### src/rtl/pkt_fifo_reader.sv
// Read-side packet engine: pops the per-port byte FIFO, strips length headers,
// forwards payload to egress through a 2-entry skid buffer and drops malformed packets.
module pkt_fifo_reader #(
  parameter int unsigned MAX_LEN = 64,
  parameter int unsigned CNT_W   = 16
) (
  input  logic             clk,
  input  logic             rst,
  input  logic             fifo_empty,
  output logic             fifo_rd_req,
  input  logic [7:0]       fifo_rd_data,
  input  logic             fifo_rd_valid,
  output logic [7:0]       tx_data,
  output logic             tx_valid,
  input  logic             tx_ready,
  output logic             tx_sop,
  output logic             tx_eop,
  output logic [7:0]       tx_len,
  output logic [CNT_W-1:0] pkt_cnt,
  output logic [CNT_W-1:0] drop_cnt
);

  localparam logic [7:0] MAX_LEN_B = 8'(MAX_LEN);

  typedef enum logic [1:0] {
    S_HDR,
    S_PAY,
    S_DROP
  } state_t;

  typedef struct packed {
    logic [7:0] data;
    logic       sop;
    logic       eop;
    logic [7:0] len;
  } ent_t;

  state_t     r_state;
  logic [7:0] r_rem;
  logic [7:0] r_len;
  logic       r_first;
  logic       r_inflight;
  ent_t       r_e0;
  ent_t       r_e1;
  logic       r_v0;
  logic       r_v1;

  logic       w_pop;
  logic       w_push;
  ent_t       w_new;
  logic [2:0] w_need;

  assign w_pop  = r_v0 & tx_ready;
  assign w_push = fifo_rd_valid & (r_state == S_PAY);
  assign w_new  = {fifo_rd_data, r_first, (r_rem == 8'd1), r_len};

  // Credit rule: buffered + in-flight bytes, less this cycle's pop, must stay below 2.
  assign w_need      = 3'(r_v0) + 3'(r_v1) + 3'(r_inflight);
  assign fifo_rd_req = rst & ~fifo_empty & (w_need < (3'd2 + 3'(w_pop)));

  assign tx_valid = r_v0;
  assign tx_data  = r_e0.data;
  assign tx_sop   = r_e0.sop;
  assign tx_eop   = r_e0.eop;
  assign tx_len   = r_e0.len;

  always_ff @(posedge clk or negedge rst) begin
    if (!rst) begin
      r_state    <= S_HDR;
      r_rem      <= 8'd0;
      r_len      <= 8'd0;
      r_first    <= 1'b0;
      r_inflight <= 1'b0;
      r_e0       <= '0;
      r_e1       <= '0;
      r_v0       <= 1'b0;
      r_v1       <= 1'b0;
      pkt_cnt    <= '0;
      drop_cnt   <= '0;
    end else begin
      r_inflight <= fifo_rd_req;

      // Skid buffer: entry 0 is the head presented on tx_*.
      case ({w_push, w_pop})
        2'b01: begin
          r_e0 <= r_e1;
          r_v0 <= r_v1;
          r_v1 <= 1'b0;
        end
        2'b10: begin
          if (!r_v0) begin
            r_e0 <= w_new;
            r_v0 <= 1'b1;
          end else begin
            r_e1 <= w_new;
            r_v1 <= 1'b1;
          end
        end
        2'b11: begin
          if (r_v1) begin
            r_e0 <= r_e1;
            r_e1 <= w_new;
          end else begin
            r_e0 <= w_new;
          end
        end
        default: ;
      endcase

      if (w_pop && r_e0.eop) begin
        pkt_cnt <= pkt_cnt + CNT_W'(1);
      end

      // Parser advances once per returned byte.
      if (fifo_rd_valid) begin
        case (r_state)
          S_HDR: begin
            if (fifo_rd_data == 8'd0) begin
              drop_cnt <= drop_cnt + CNT_W'(1);
            end else if (fifo_rd_data > MAX_LEN_B) begin
              drop_cnt <= drop_cnt + CNT_W'(1);
              r_rem    <= fifo_rd_data;
              r_state  <= S_DROP;
            end else begin
              r_rem   <= fifo_rd_data;
              r_len   <= fifo_rd_data;
              r_first <= 1'b1;
              r_state <= S_PAY;
            end
          end
          S_PAY: begin
            r_first <= 1'b0;
            r_rem   <= r_rem - 8'd1;
            if (r_rem == 8'd1) begin
              r_state <= S_HDR;
            end
          end
          S_DROP: begin
            r_rem <= r_rem - 8'd1;
            if (r_rem == 8'd1) begin
              r_state <= S_HDR;
            end
          end
          default: r_state <= S_HDR;
        endcase
      end
    end
  end

endmodule

### config.mk
export PLATFORM = sky130hd
export DESIGN_NAME = pkt_fifo_reader
export DESIGN_NICKNAME = d
export VERILOG_FILES = /design/src/rtl/pkt_fifo_reader.sv
export SDC_FILE = /design/constraint.sdc
export NUM_CORES = 1
export LEC_CHECK = 0
export CAP_MARGIN = 20
export CORE_UTILIZATION = 54
export DETAILED_ROUTE_END_ITERATION = 16
export PLACE_DENSITY = 0.8
export SLEW_MARGIN = 20
export SYNTH_ARGS = -nofsm -noshare
export SYNTH_HDL_FRONTEND = slang
export SYNTH_SLANG_ARGS = --single-unit
### constraint.sdc
create_clock -name clk -period 2.8 [get_ports clk]
set_clock_uncertainty 0.1 [all_clocks]
set_input_delay 0.28 -clock clk [delete_from_list [all_inputs] [get_ports clk]]
set_output_delay 0.28 -clock clk [all_outputs]
set_load 0.01 [all_outputs]
# After elaboration in Yosys (flattened, before gate mapping)
# Cells that the tools add are included.
[word_totals] reg_bits=90 latchBits=0 ramBits=0 romBits=0 in_bits=13 elab_cells=82 memories=0
[classes] addsub=6 multipliers=0 div=0 magnitude_cmp=2 n_eq_ne=12 shift=0 mux=20 bitwise_logic=7 n_reduce_logical=18
[op_table] op="$mux 18" count=4
[op_table] op="$pmux 18 s3" count=1
[op_table] op="$pmux 18 s2" count=1
[op_table] op="$add 16x1->16 const B" count=2
[op_table] op="$mux 16" count=2
[op_table] op="$pmux 8 s2" count=1
[op_table] op="$reduce_and 3->1" count=4
[op_table] op="$ne 2x2->1 const B" count=5
[op_table] op="$reduce_bool 2->1" count=5
[op_table] op="$eq 8x1->1 const B" count=1
[op_table] op="$gt 8x7->1 const B" count=1
[op_table] op="$logic_not 8->1" count=1
[op_table] op="$mux 8" count=1
[op_table] op="$reduce_and 4->1" count=2
[op_table] op="$sub 8x1->8 const B" count=1
[op_table] op="$eq 2x2->1 const B" count=3
[op_table] op="$mux 2" count=3
[op_table] op="$pmux 1 s2" count=3
[op_table] op="$and 1x1->1" count=4
[op_table] op="$eq 2x1->1 const B" count=2
[op_table] op="$pmux 2 s2" count=1
[op_table] op="$reduce_and 2->1" count=2
[op_table] op="$add 2x1->3" count=1
[op_table] op="$add 2x1->3 const A" count=1
[op_table] op="9 further kinds" count=13

# Logic depth before layout (Yosys ltp)
[depth] ltp_word=5 ltp_mapped=10 ltp_nobuf=9

# Worst setup path after synthesis
# OpenSTA, ideal clock, no wires.
[synth_timing] path_kind="reg2reg" startpoint="reg r_state[0]" endpoint="reg r_e1[11] (netlist bit)" setup_ns=0.125 t_arrival_ns=1.987 t_required_ns=2.575 setup_slack_ns=0.588 stages_incl_launch_ff=9 synth_period_minus_slack_ns=2.212 path_cell_list="dfrtp_1 > ha_1 > nand2_1 > inv_1 > ha_1 > mux2i_1 > nor2_2 > buf_2 > mux2_2"
[synth_via] elab_chain_len=5 word_cells_on_any_way=9
[synth_rtl] element="start, declared" line="38" text="state_t r_state;"
[synth_rtl] element="start signal, assigned" line="69" text="r_state <= S_HDR;"
[synth_rtl] element="start signal, assigned" line="123" text="r_state <= S_DROP;"
[synth_rtl] element="start signal, assigned" line="128" text="r_state <= S_PAY;"
[synth_rtl] element="$eq 2x1->1 (*)" line="54" text="assign w_push = fifo_rd_valid & (r_state == S_PAY);"
[synth_rtl] element="$and 1x1->1 (*)" line="54"
[synth_rtl] element="$eq 2x2->1" line="84" text="case ({w_push, w_pop})"
[synth_rtl] element="$ne 2x2->1 (no line) or $reduce_bool 2->1 (tied branches)"
[synth_rtl] element="$reduce_and 3->1 (no line)"
[synth_rtl] element="end signal, assigned" line="95" text="r_e1 <= w_new;"
[synth_rtl] element="end signal, assigned" line="102" text="r_e1 <= w_new;"
[synth_rtl] element="end, declared" line="44" text="ent_t r_e1;"
# Mark *: on every way between the ends. The rest lies on a longest branch, timed or not.
# A chain may end at the register's enable or synchronous reset.

# Worst setup path after layout
[layout_timing] startpoint="reg r_v1" endpoint="out fifo_rd_req"
[layout_via] elab_chain_len=4
[layout_rtl] element="start, declared" line="46" text="logic r_v1;"
[layout_rtl] element="start signal, assigned" line="77" text="r_v1 <= 1'b0;"
[layout_rtl] element="start signal, assigned" line="88" text="r_v1 <= 1'b0;"
[layout_rtl] element="start signal, assigned" line="96" text="r_v1 <= 1'b1;"
[layout_rtl] element="$add 1x1->2" line="58" text="assign w_need = 3'(r_v0) + 3'(r_v1) + 3'(r_inflight);"
[layout_rtl] element="$add 2x1->3" line="58"
[layout_rtl] element="$lt 3x3->1" line="59" text="assign fifo_rd_req = rst & ~fifo_empty & (w_need < (3'd2 + 3'(w_pop)));"
[layout_rtl] element="$and 1x1->1" line="59"
[layout_rtl] element="end, declared" line="10" text="output logic fifo_rd_req,"
# No other way between the ends.

==> results.yml <==
clock_network:
  root_buffer: "clkbuf_8"
  path_clk_slew_ns: 0.09
  cts_buffer_depth: 2
  ctsResizeCount: 0
  insertion_delay_ns: 0.37
  cts_post_setup_buffers_inserted: 0
  hold_buffers: 1
  htreeDepth: 3
  cts_tree: "built"
  cts_sinks: 90
  numCtsBuffers: 9
global_route:
  grtUsageTotal_pct: 23.6
  grt_overflow: 0
  antenna_found_initial: 0
  grt_first_pass_wirelength_mm: 15.4
  grt_pass1_vias: 3156
  grt_max_degree: 68
power_and_ir_drop:
  power.switching_uw: 1440
  switching_share_pct: 34.8
  power_frac_comb_pct: 33.2
  pwr_density_cell_nw_per_um2: 789
  leakagePower_uw: 0.00231
  pwr-share-seq_pct: 44.7
  p_total_uw: 4140
  intPower_uw: 2700
  irDropWorstVdd_v: 0.000465
  p_clk_share_pct: 22.1
timing:
  setup_ws_ns: 0.209
  rsz0062_at_grt: "false"
  fin_crit_sh_pct: 92.5
  worst_pin_slew_ns: 0.813
  tns_ns: 0
  slew_violations: 0
  hold_viol: 0
  slew_headroom_pct: 45.8
  period_minus_slack_ns: 2.59
  fmax_mhz: 386
  final-setup-viol-count: 0
synthesis:
  ys_seq_elements: 90
  yosysSeqAreaShare_pct: 52.9
  yosys.area.top_type: "dfrtp_1"
  ys.flop_type: "dfrtp_1"
  yosys_warnings: 0
  syn_area_per_cell_um2: 11.5
  synth_edf_count: 0
  ys_types: 53
  synth_mux_area_share_pct: 7.85
  yosys-top-cells-area: "dfrtp_1 53%, mux2_2 6.9%, xor2_1 3.9%"
  synth_fa_ha_area_share_pct: 3.12
  synth_top_family_by_area: "simple AND/OR/NAND/NOR gates"
  syn_area_um2: 4250
  synthXorXnorAreaFrac_pct: 6.18
  async_flop_share_pct: 100
  synth_simple_gate_area_share_pct: 15.1
  synth_top_area_share_pct: 52.9
  synthCells: 371
  synth_fp_nets: 394
  synth_compound_area_share_pct: 12.2
worst_setup_path:
  path_max_fanout: 5
  critical_path_required_ns: 2.42
  crit_buf_inv: 1
  cp_top_family: "buffers and inverters"
  cpPeakStageDelay_ns: 0.54
  path_cells: "fa_1, o21ai_0, and3b_1, clkdlybuf4s50_1"
  start_kind: "flop"
  worstPathArrival_ns: 2.21
  crit_path_top_delay_cell: "clkdlybuf4s50_1"
  endpoint_kind: "output pin"
  crit_type: "flop to output pin"
cells_and_area:
  fin_area_um2: 5250
  n_antenna_cell: 0
  drive_gt1_share_pct: 15.7
  stdcell_count: 550
  syn_to_final_growth_pct: 23.4
  finalNetCount: 469
place:
  hpwl_mm: 6.15
  pre_cts_ws_ns: 0.283
  gp_congestion: 0.858
  portBuffers: 64
  dp_cells: 533
  place_area_um2: 5040
floorplan:
  die_h_um: 90.8
  die_area_um2: 8240
  io-pin-count: 65
  rows: 31
  start_util_pct: 57.1
  die_x_um: 90.8
  core_area_um2: 7450
drt:
  drt_iter0_markers: 155
  firstDrtPassIters: 4
  drcViolationCount: 0
  vias: 3145
  routed_wl_mm: 8.89
  ant_nets: 0
  routedWlPerCell_um: 16.2
  viasPerCell: 5.72
hold_path:
  hold_class: "primary input to async pin"
flow_run:
  max_cap_violations: 0
run_status:
  status: "finished, final reports clean"
==> layout make-up <==
cell class	count	area [um2]
Multi-Input combinational cell	256	1890
Sequential cell	90	2250
Timing Repair Buffer	76	731
Clock inverter	6	75.1
Inverter	13	48.8
Clock buffer	10	128
Fill cell	557	2200
Tap cell	99	124
==> power by group through the flow <==
stage	combinational, uW	sequential [uW]	clock (uW)
after global routing	1520	1890	987
final	1370	1850	914
after CTS	1390	1850	927
after global placement	1320	1850	0
after floorplan	832	1860	0
after detailed placement	1370	1880	0
==> state kept, by name, indices dropped and copies added, names as in the netlist <==
| name | cells |
|---|---|
| r_len | 8 |
| r_state | 2 |
| tx_sop | 1 |
| r_inflight | 1 |
| r_v1 | 1 |
| tx_len | 8 |
| r_e1 | 18 |
| pkt_cnt | 16 |
| r_rem | 8 |
| tx_eop | 1 |
| r_first | 1 |
| drop_cnt | 16 |
| tx_data | 8 |
| tx_valid | 1 |
==> path summary, 6_finish.rpt <==
| kind | startpoint | end | slack [ns] | cells past startpoint |
|---|---|---|---|---|
| max in group asynchronous | rst | r_e1[12] | 1.22 | 3 |
| hold reg to reg | drop_cnt[15] | drop_cnt[15] | 0.38 | 1 |
| setup reg to reg | r_state[1] | r_e1[11] | 0.57 | 9 |
| setup / recovery | r_v1 | fifo_rd_req | 0.21 | 4 |
| min in group clk | drop_cnt[15] | drop_cnt[15] | 0.38 | 1 |
| hold / removal | rst | drop_cnt[9] | 0.25 | 2 |
==> worst register-to-register path, delay by kind of cell (launching register included) <==
kind          cells  cell delay, ns
fa+ha+maj         2            0.47
mux               2            0.49
buf+inv           3            0.47
flops             1            0.37
simple gates      2            0.22
==> cell usage after synthesis, types with 2 or more instances <==
cell type	instances
dfrtp_1	90
nand2_1	37
mux2_2	26
o21ai_0	22
xor2_1	19
a22oi_1	18
nor2_1	14
inv_1	13
xnor2_1	11
a21oi_1	10
nand3_1	10
ha_1	9
nand4_1	9
clkbuf_1	7
o22a_1	7
nor3_1	6
nor4_1	6
nor4_2	4
a31oi_1	3
and4_1	3
mux2i_1	3
a211o_1	2
and3_1	2
buf_2	2
buf_4	2
nor2_2	2
nor2b_1	2
nor3_2	2
nor4_4	2
o211ai_1	2
o21ba_2	2
or3_1	2
or4_1	2
==> placed cells by master, fill, tap and decap left out, types with 3 or more instances in the layout <==
cell type / Yosys / final
a21oi_1: 10 / 10
a22oi_1: 18 / 18
a31oi_1: 3 / 3
and4_1: 3 / 3
buf_4: 2 / 12
clkbuf_8: 0 / 9
clkdlybuf4s50_1: 0 / 63
dfrtp_1: 90 / 90
ha_1: 9 / 9
inv_1: 13 / 13
mux2_2: 26 / 26
mux2i_1: 3 / 3
nand2_1: 37 / 37
nand3_1: 10 / 10
nand4_1: 9 / 9
nor2_1: 14 / 14
nor3_1: 6 / 6
nor4_1: 6 / 6
nor4_2: 4 / 4
o21ai_0: 22 / 22
o22a_1: 7 / 7
xnor2_1: 11 / 11
xor2_1: 19 / 19
==> cell families (layout without fill, tap and decap cells) <==
kind of cell | count (synthesis) | after routing
and+or+nand+nor | 111 | 111
AOI/OAI and AO/OA | 75 | 75
muxes | 30 | 30
adders and majority gates | 10 | 10
DFF | 90 | 90
xor gates and xnor gates | 30 | 30
buffers and inverters | 25 | 105
==> through the flow <==
stage	util (%)	hold slack, ns
CTS	70.5	0.253
floorplan	-	-0.116
global route	70.5	0.279
detailed placement	67.6	0.106
global placement	67.6	0.0995
finish	70.5	0.254
==> per-layer routing <==
metal | track usage [%] | wire length (um) | up-vias | part of all wire [%]
met2 | 38.8 | 4440 | 68 | 50
met1 | 30.8 | 3980 | 1574 | 45
li1 | - | - | 1489 | -
met4 | 9.01 | 174 | 0 | 2.0
met5 | 0 | 0 | - | 0
met3 | 4.80 | 299 | 14 | 3.4
No activity file was read; power rests on OpenSTA's default activity.
